<file path="src/rtl/op_loader.sv">
// op_loader: host-side initiator for the CPU program RAM write port.
// Receives a framed byte stream (SYNC, LEN, LEN opcode bytes, CSUM),
// writes each opcode into opram at sequential addresses starting at
// BASE_ADDR and checks the 8-bit additive checksum. The CPU is held
// (cpu_hold=1) until a frame with a good checksum has fully landed.
//
// Ports:
//   clk        system clock
//   rst        asynchronous active-low reset
//   in_valid   stream byte valid
//   in_data    stream byte
//   in_ready   loader can accept a byte (always 1 out of reset)
//   write      opram write strobe, one cycle per opcode
//   writeop    opcode to write
//   writeaddr  opram address
//   cpu_hold   1 = CPU must stay in reset/idle
//   done       last frame loaded with good checksum
//   err        last frame failed (checksum or timeout)
module op_loader #(
  parameter logic [7:0] BASE_ADDR = 8'h00,
  parameter logic [7:0] SYNC      = 8'hA5,
  parameter int         TIMEOUT   = 1024
) (
  input  logic       clk,
  input  logic       rst,
  input  logic       in_valid,
  input  logic [7:0] in_data,
  output logic       in_ready,
  output logic       write,
  output logic [7:0] writeop,
  output logic [7:0] writeaddr,
  output logic       cpu_hold,
  output logic       done,
  output logic       err
);
  localparam int TW = $clog2(TIMEOUT + 1);

  typedef enum logic [2:0] {
    S_IDLE, S_LEN, S_DATA, S_CSUM, S_DONE, S_ERR
  } state_t;

  state_t          r_state;
  logic [8:0]      r_idx;
  logic [8:0]      r_cnt;
  logic [7:0]      r_sum;
  logic [TW-1:0]   r_timer;
  logic            r_write;
  logic [7:0]      r_op;
  logic [7:0]      r_addr;
  logic            r_hold;
  logic            r_done;
  logic            r_err;

  logic            w_acc;
  logic            w_tmo;

  // The loader never stalls; ready simply follows reset release.
  assign in_ready = rst;
  assign w_acc    = in_valid & in_ready;
  // Timer is about to reach TIMEOUT on this idle cycle.
  assign w_tmo    = (r_timer == TW'(TIMEOUT - 1));

  assign write     = r_write;
  assign writeop   = r_op;
  assign writeaddr = r_addr;
  assign cpu_hold  = r_hold;
  assign done      = r_done;
  assign err       = r_err;

  always_ff @(posedge clk or negedge rst) begin
    if (!rst) begin
      r_state <= S_IDLE;
      r_idx   <= '0;
      r_cnt   <= '0;
      r_sum   <= '0;
      r_timer <= '0;
      r_write <= 1'b0;
      r_op    <= '0;
      r_addr  <= BASE_ADDR;
      r_hold  <= 1'b1;
      r_done  <= 1'b0;
      r_err   <= 1'b0;
    end else begin
      r_write <= 1'b0;
      case (r_state)
        S_IDLE, S_DONE, S_ERR: begin
          // Only SYNC opens a frame; everything else is line noise.
          if (w_acc && in_data == SYNC) begin
            r_state <= S_LEN;
            r_hold  <= 1'b1;
            r_done  <= 1'b0;
            r_err   <= 1'b0;
            r_idx   <= '0;
            r_sum   <= '0;
            r_timer <= '0;
          end
        end
        default: begin
          if (w_acc) begin
            r_timer <= '0;
            case (r_state)
              S_LEN: begin
                // LEN of zero encodes a full 256-opcode frame.
                r_cnt   <= (in_data == 8'h00) ? 9'd256 : {1'b0, in_data};
                r_state <= S_DATA;
              end
              S_DATA: begin
                r_write <= 1'b1;
                r_op    <= in_data;
                r_addr  <= BASE_ADDR + r_idx[7:0];
                r_idx   <= r_idx + 9'd1;
                r_sum   <= r_sum + in_data;
                if (r_idx + 9'd1 == r_cnt) r_state <= S_CSUM;
              end
              default: begin
                if (in_data == r_sum) begin
                  r_state <= S_DONE;
                  r_done  <= 1'b1;
                  r_hold  <= 1'b0;
                end else begin
                  r_state <= S_ERR;
                  r_err   <= 1'b1;
                  r_hold  <= 1'b1;
                end
              end
            endcase
          end else if (w_tmo) begin
            // Stalled sender: abandon the frame, keep writes already made.
            r_state <= S_ERR;
            r_err   <= 1'b1;
            r_hold  <= 1'b1;
            r_timer <= '0;
          end else begin
            r_timer <= r_timer + TW'(1);
          end
        end
      endcase
    end
  end
endmodule

</file>
<file path="config.mk">
export PLATFORM = sky130hd
export DESIGN_NAME = op_loader
export DESIGN_NICKNAME = d
export VERILOG_FILES = /design/src/rtl/op_loader.sv
export SDC_FILE = /design/constraint.sdc
export NUM_CORES = 1
export LEC_CHECK = 0
export CAP_MARGIN = 20
export CORE_UTILIZATION = 45
export CTS_BUF_LIST = sky130_fd_sc_hd__clkbuf_8
export DETAILED_ROUTE_END_ITERATION = 8
export HOLD_SLACK_MARGIN = 0.08
export PLACE_DENSITY = 0.65
export SYNTH_ARGS = -nofsm -noshare
export SYNTH_HDL_FRONTEND = slang
export SYNTH_SLANG_ARGS = --single-unit
</file>
<file path="constraint.sdc">
create_clock -name clk -period 6.52 [get_ports clk]
set_input_delay 1.304 -clock clk [delete_from_list [all_inputs] [get_ports clk]]
set_output_delay 1.304 -clock clk [all_outputs]
set_load 0.005 [all_outputs]
</file>
# Yosys cells after proc, flatten, opt, wreduce, memory -nomap -nowiden
# Index checks and enable logic that the tools add are counted.
[word_totals]
register_bits = 60
inputBits = 11
output_inout_bits = 21
elab_cells = 83
[op_classes]
n_addsub = 3
eq_ne = 13
muxes = 38
bitwise_logic = 2
n_reduce_logical = 16
[ops]
columns = ["cell", "n"]
rows = [
  ["$mux 9", 5],
  ["$mux 11", 4],
  ["$mux 8", 4],
  ["$mux 1", 19],
  ["$mux 3", 5],
  ["$reduce_and 3->1", 5],
  ["$add 11x1->11 const B", 1],
  ["$eq 11x10->1 const B", 1],
  ["$add 9x1->9 const B", 1],
  ["$eq 9x9->1", 1],
  ["$add 8x8->8", 1],
  ["$eq 8x8->1", 1],
  ["$eq 8x8->1 const B", 1],
  ["$logic_not 8->1", 1],
  ["$reduce_and 4->1", 2],
  ["$eq 3x3->1 const B", 2],
  ["$ne 3x2->1 const B", 2],
  ["$pmux 3 s2", 1],
  ["$reduce_bool 2->1", 3],
  ["$ne 4x4->1 const B", 1],
  ["$eq 3x1->1 const B", 1],
  ["$eq 3x2->1 const B", 1],
  ["$logic_not 3->1", 1],
  ["$reduce_bool 3->1", 1],
  ["7 further kinds", 7],
]

# Depth between registers and ports, before layout
# Gate-level depths: netlist (run 1).
[logic_depth]
ltp_word = 6
mapped_depth = 9
mapped_depth_nobuf = 7

# Worst setup path before layout (run 1)
# Ideal clock, no wire load.
[synth_timing]
path_kind = "input to register"
start = "input in_data[4]"
end = "register r_err, in the netlist err"
setup_time_ps = 119
t_arrival_ps = 3025
t_required_ps = 6401
path_slack_ps = 3376
cell_stages = 5
path_buffers = 0
cell_sequence = "ha_1 or4_1 or4_1 and2_1 o21a_1"
[synth_between]
elab_chain_cells = 4
elab_cells_between_ends = 6
classes_between = "4 x eq/ne; 2 x reduce/logical"
[synth_rtl]
columns = ["element", "line", "rtl"]
rows = [
  ["start: declaration", "27", "input logic [7:0] in_data,"],
  ["$eq 8x8->1", "88", "if (w_acc && in_data == SYNC) begin"],
  ["$logic_and 1x1->1", "88", ""],
  ["$ne 2x2->1 (no source line)", "--", ""],
  ["$reduce_and 4->1 (no source line) *", "--", ""],
  ["end signal: assignment", "82", "r_err <= 1'b0;"],
  ["end signal: assignment", "92", "r_err <= 1'b0;"],
  ["end signal: assignment", "122", "r_err <= 1'b1;"],
  ["end: declaration", "52", "logic r_err;"],
]
# Every way passes the cells marked *; elsewhere a longest branch is shown, timed or not.
# A chain may end at the register's enable or synchronous reset.

# Final worst setup path (run 1)
[layout_timing]
start = "input rst"
end = "output in_ready"
[layout_rtl]
columns = ["element", "line", "rtl"]
rows = [
  ["start: declaration", "25", "input logic rst,"],
  ["end: declaration", "28", "output logic in_ready,"],
]
# No word-level cell between the ends.

==> results of run 1 <==
metal layers:
layer | wire (um) | share of wire
met5 | 0 | 0
met4 | 68 | 0.0091
met3 | 330 | 0.044
met2 | 3443 | 0.46
met1 | 3630 | 0.49
flip-flops by register name, summed over array words and instances, names as in the netlist:
register / count
cpu_hold: 1
done: 1
err: 1
r_cnt: 9
r_idx: 9
r_state: 3
r_sum: 8
r_timer: 11
write: 1
writeaddr: 8
writeop: 8
area by class of cell:
class,instances,area [um2],share of cell area
clock inverter,6,78.83,0.02061
clock buffer,10,137.6,0.03598
timing repair buffer,36,342.8,0.08963
sequential,60,1503,0.3929
multi-input combinational,261,1620,0.4236
tap,96,120.1,0.03140
inverter,6,22.52,0.005888
synthesized netlist by cell type (8+ instances only):
cell type,count
clkbuf_1,11
dfrtp_1,59
nand3_1,11
a21oi_1,9
xor2_1,11
o21ai_0,33
nor2_1,18
nor3_1,9
nand2_1,73
ha_1,9
mux2_2,8
kinds of logic (layout without fill, tap and decap cells):
logic type | count (synthesis) | in the layout | synth area share
and+or+nand+nor | 144 | 144 | 0.2107
xor gates and xnor gates | 18 | 18 | 0.04907
adders and majority gates | 11 | 11 | 0.04439
muxes | 10 | 10 | 0.03427
DFF | 60 | 60 | 0.4677
AOI/OAI and AO/OA | 78 | 78 | 0.1639
buffers and inverters | 23 | 58 | 0.02998
stage by stage:
stage | cells | util
after floorplan | 344 | -
after global placement | 459 | 0.5282
after detailed placement | 459 | 0.5282
after CTS | 475 | 0.5599
after global routing | 475 | 0.5599
final | 475 | 0.5599
power groups by stage:
stage | Combinational, uW | Clock [uW] | Sequential (uW)
after CTS | 375 | 376 | 506
final | 374 | 371 | 506
after global routing | 419 | 392 | 517
after detailed placement | 372 | 0 | 512
after floorplan | 256 | 0 | 493
after global placement | 369 | 0 | 509
final timing paths:
path	end	slack [ns]	cells after the start
setup reg to reg	done	4.03	5
hold / removal	writeaddr[1]	0.48	2
min in group asynchronous	r_timer[5]	1.00	1
setup / recovery	in_ready	2.74	2
max in group asynchronous	cpu_hold	4.58	2
hold reg to reg	writeaddr[1]	0.48	2
==> out/metrics.yaml, run 1 <==
fp.dieH_um: 86.50
hold_start: "writeaddr[1]"
fin_skew_ns: 0.01017
finalCritPeriodShare: 0.5797
cts_root_buf: "clkbuf_8"
cts_hold_buf: 0
grt_max_degree: 33
routed_wl_um: 7472
syn_area_um2: 3213
rsz0062_at_grt: "no"
antenna_found_initial: 0
wl_per_cell_um: 15.73
num_vias: 2654
met2_usage: 0.3535
fill_cells: 639
p_switching_uw: 406.5
tritoncts: "yes"
hp-class: "reg2reg"
place_hpwl_um: 5181
gr-usage-all-layers: 0.2280
numClockSinks: 60
layout_commonest_cell: "nand2_1"
grt_pass1_vias: 2627
postPlaceCellArea_um2: 3608
seq_area_frac_synth: 0.4677
cts.path.max_buffers: 2
grt_overflow: 0
max_freq_mhz: 264.6
cts.repair.resized: 0
busiest_layer: "met2"
cp_slowest_stage_delay_ns: 0.63
ant_nets: 0
dp_slack_ns: 2.547
cp.arrival_ns: 2.48
cp_max_fo: 32
synth-edff-count: 0
p_leak_uw: 0.001706
layout.nets: 395
path_class: "in2out"
p_sw_frac: 0.3247
crit_chain: "buf_2 -> clkdlybuf4s50_1"
numCtsBuffers: 9
ys.flop_type: "dfrtp_1"
power_density_nw_per_um2: 327.3
maxCapViolations: 0
firstDrtPassIters: 4
drt_iter0_drc: 134
pwr-share-comb: 0.299
cts.clk_slew.worst_paths_ns: 0.07
worst_slack_ns: 2.740
slowest_stage: "clkdlybuf4s50_1"
most-common-layout-cells: "nand2_1 (73), dfrtp_1 (59), o21ai_0 (33)"
status: "finished clean"
initial_utilization: 0.4703
netlist_instances: 344
synth_top_area_share: 0.4595
clkPwrFrac: 0.297
ys_warn_count: 0
vdd_drop_max_mv: 0.2272
synth_area_leaders: "dfrtp_1 (46%), nand2_1 (8.5%), o21ai_0 (5.1%)"
required_ns: 5.22
post_cts_buffers: 0
reg2reg_from: "r_sum[4]"
post_synth.cell_area_avg_um2: 9.340
crit_family: "buffers and inverters"
n_antenna_cell: 0
critPathLaunch: "rst"
p_seq_frac: 0.405
core_um2: 6832
finalSetupTns_ns: 0
hold_viol_final: 0
std_cell_rows: 30
synth_cell_types: 51
final_area_um2: 3825
synthesis.nets: 365
die_w_um: 86.50
slew_violations: 0
drc: 0
ios: 32
layout_min_cycle_time_ns: 3.780
htreeDepth: 3
ys_ff_latch: 60
drive_above_1_share: 0.1055
via_per_inst: 5.587
worstMarginPinSlew_ns: 0.7778
synth_async_sr_flop_share: 1.000
insertion_delay_ns: 0.34
setup_viol: 0
grt_util_met3: 0.04476
synth_area_leader_cell: "dfrtp_1"
cp-start-kind: "input port"
internal-power_uw: 845.2
crit_buf_inv: 2
cp-end-kind: "output pin"
relSlewSlack: 0.4767
holdWs_ns: 0.4782
met1_usage: 0.3202
gp_routability_congestion: 0.7955
grt_pass1_wl_um: 13140
power_uw: 1252
io_buffers: 31
area_growth_pct: 19.04
dieArea_um2: 7482
(Power assumes the default switching activity.)
==> run 2, diff against run 1 <==
==> constraint.sdc (replaced) <==
create_clock -name clk -period 3.89 [get_ports clk]
set_input_delay 0.778 -clock clk [delete_from_list [all_inputs] [get_ports clk]]
set_output_delay 0.778 -clock clk [all_outputs]
set_load 0.005 [all_outputs]
==> out/metrics.yaml, run 2 (synthesis gave the netlist of run 1 again) <==
n_antenna_cell: 0  # unchanged
most-common-layout-cells: "nand2_1 (73), dfrtp_1 (59), o21ai_0 (33)"
reg_top3: "r_timer x11, r_cnt x9, r_idx x9"
finalSetupTns_ns: 0  # unchanged
drt_iter0_drc: 138  # +3.0%
initial_utilization: 0.4703  # unchanged
wl_per_cell_um: 15.92  # +1.2%
layoutNonFillerInstCount: 472  # -0.63%
firstDrtPassIters: 5  # +1
cp_max_fo: 6  # -81%
numCtsBuffers: 9  # unchanged
route.met3.wl_um: 309  # -6.4%
highest_layer: "met4"
cp-end-kind: "register"
ant_nets: 0  # unchanged
internal-power_uw: 1403  # +66%
cts.clk_slew.worst_paths_ns: 0.06  # about the same
area_growth_pct: 18.57
via_per_inst: 5.534  # -0.96%
required_ns: 4.17  # -1.05 ns
fp.dieH_um: 86.50  # unchanged
max_freq_mhz: 339.5
maxCapViolations: 0  # unchanged
io_buffers: 31  # unchanged
dieArea_um2: 7482  # unchanged
hold_viol_final: 0  # unchanged
dpl.cell_count: 458  # -0.22%
vdd_drop_max_mv: 0.3861  # +70%
cts.path.max_buffers: 2  # unchanged
worstMarginPinSlew_ns: 0.8023  # +0.02448 ns
routedLengthMet1_um: 3610  # -0.55%
gp_routability_congestion: 0.9188  # +15%
power_density_nw_per_um2: 546.1  # +67%
pwr-share-comb: 0.305  # +0.006
p_switching_uw: 677.7  # +67%
drc: 0  # unchanged
place_hpwl_um: 5087  # -1.8%
clkPwrFrac: 0.287  # -0.010
hp-class: "reg2reg"
htreeDepth: 3  # unchanged
cts_root_buf: "clkbuf_8"
setup_viol: 0  # unchanged
p_seq_frac: 0.408  # +0.003
insertion_delay_ns: 0.35  # about the same
grt_pass1_vias: 2516  # -4.2%
rsz0062_at_grt: "no"
grt_overflow: 0  # unchanged
largest_register_ffs: 11  # unchanged
layout.nets: 394  # -0.25%
fin_skew_ns: 0.009957  # -0.0002118 ns
cts.repair.resized: 0  # unchanged
p_leak_uw: 0.001692  # -0.81%
post_cts_buffers: 0  # unchanged
status: "finished clean"
p_sw_frac: 0.3257  # +0.001002
slew_violations: 0  # unchanged
cts_hold_buf: 0  # unchanged
numClockSinks: 60  # unchanged
antenna_found_initial: 0  # unchanged
layout_commonest_cell: "nand2_1"
cp-start-kind: "input port"
path_class: "in2reg"
reg2reg_slack_ns: 1.56  # -2.47 ns
gr-usage-all-layers: 0.2207  # -0.007250
routed_wl_um: 7512  # +0.54%
tritoncts: "yes"
die_w_um: 86.50  # unchanged
final_core_util: 0.5577  # -0.002198
grt_pass1_wl_um: 12340  # -6.1%
cp.arrival_ns: 3.22  # +0.74 ns
num_vias: 2612  # -1.6%
ios: 32  # unchanged
layout_min_cycle_time_ns: 2.946
core_um2: 6832  # unchanged
grt_max_degree: 62  # +88%
drive_above_1_share: 0.1011  # -0.004477
wl_met2_um: 3444  # about the same
top_register: "r_timer"
relSlewSlack: 0.4602  # -0.01647
std_cell_rows: 30  # unchanged
finalCritPeriodShare: 0.7572
==> run 2: cell types whose count changed in the layout (fill, tap and decap cells not counted) <==
cell	change
inv_1	-1
bufinv_16	-1
buf_4	-1
clkinv_2	-3
clkbuf_8	+3
==> run 2: area by class of cell <==
type	count	area, um2
Fill cell	626	3022
Clock buffer	13	178.9
Sequential cell	60	1503
Multi-Input combinational cell	261	1620
Inverter	6	22.52
Timing Repair Buffer	35	335.3
Tap cell	96	120.1
Clock inverter	1	30.03
==> run 2: stage by stage <==
stage               cell area [um2]  setup WS, ns  hold slack (ns)  total power (uW)
finish                         3810        0.9444           0.4730              2081
global route                   3810        0.8101           0.4961              2199
CTS                            3810        0.9431           0.4778              2094
detailed placement             3601        0.5936           0.4615              1490
global placement               3601        0.6259           0.4612              1475
floorplan                      3213         1.272           0.4538              1256
==> run 2: power groups by stage <==
stage | sequential, uW | combinational (uW) | clock, uW
finish | 850 | 634 | 597
detailed placement | 857 | 632 | 0
global route | 865 | 703 | 631
floorplan | 827 | 429 | 0
CTS | 849 | 637 | 608
global placement | 854 | 621 | 0
==> run 2: metal layers <==
layer	vias up	track usage
li1	1283	-
met1	1257	0.3050
met2	60	0.3377
met3	12	0.03238
met4	0	0.1167
met5	-	0
==> run 2: worst paths after layout <==
check	from	endpoint	cells after the start
min in group asynchronous	rst	r_timer[5]	2
worst max register to register	r_sum[4]	done	5
worst min-delay path	writeaddr[0]	writeaddr[0]	2
max in group asynchronous	rst	r_sum[6]	2
worst min register to register	writeaddr[0]	writeaddr[0]	2
worst max-delay path	in_data[4]	done	6
==> run 2: critical path, cell delays in order <==
cell and delay [ns]:
clkdlybuf4s50_1 0.49, ha_1 0.41, or4_1 0.56, or4_1 0.58
nor4b_1 0.26, o21a_1 0.14
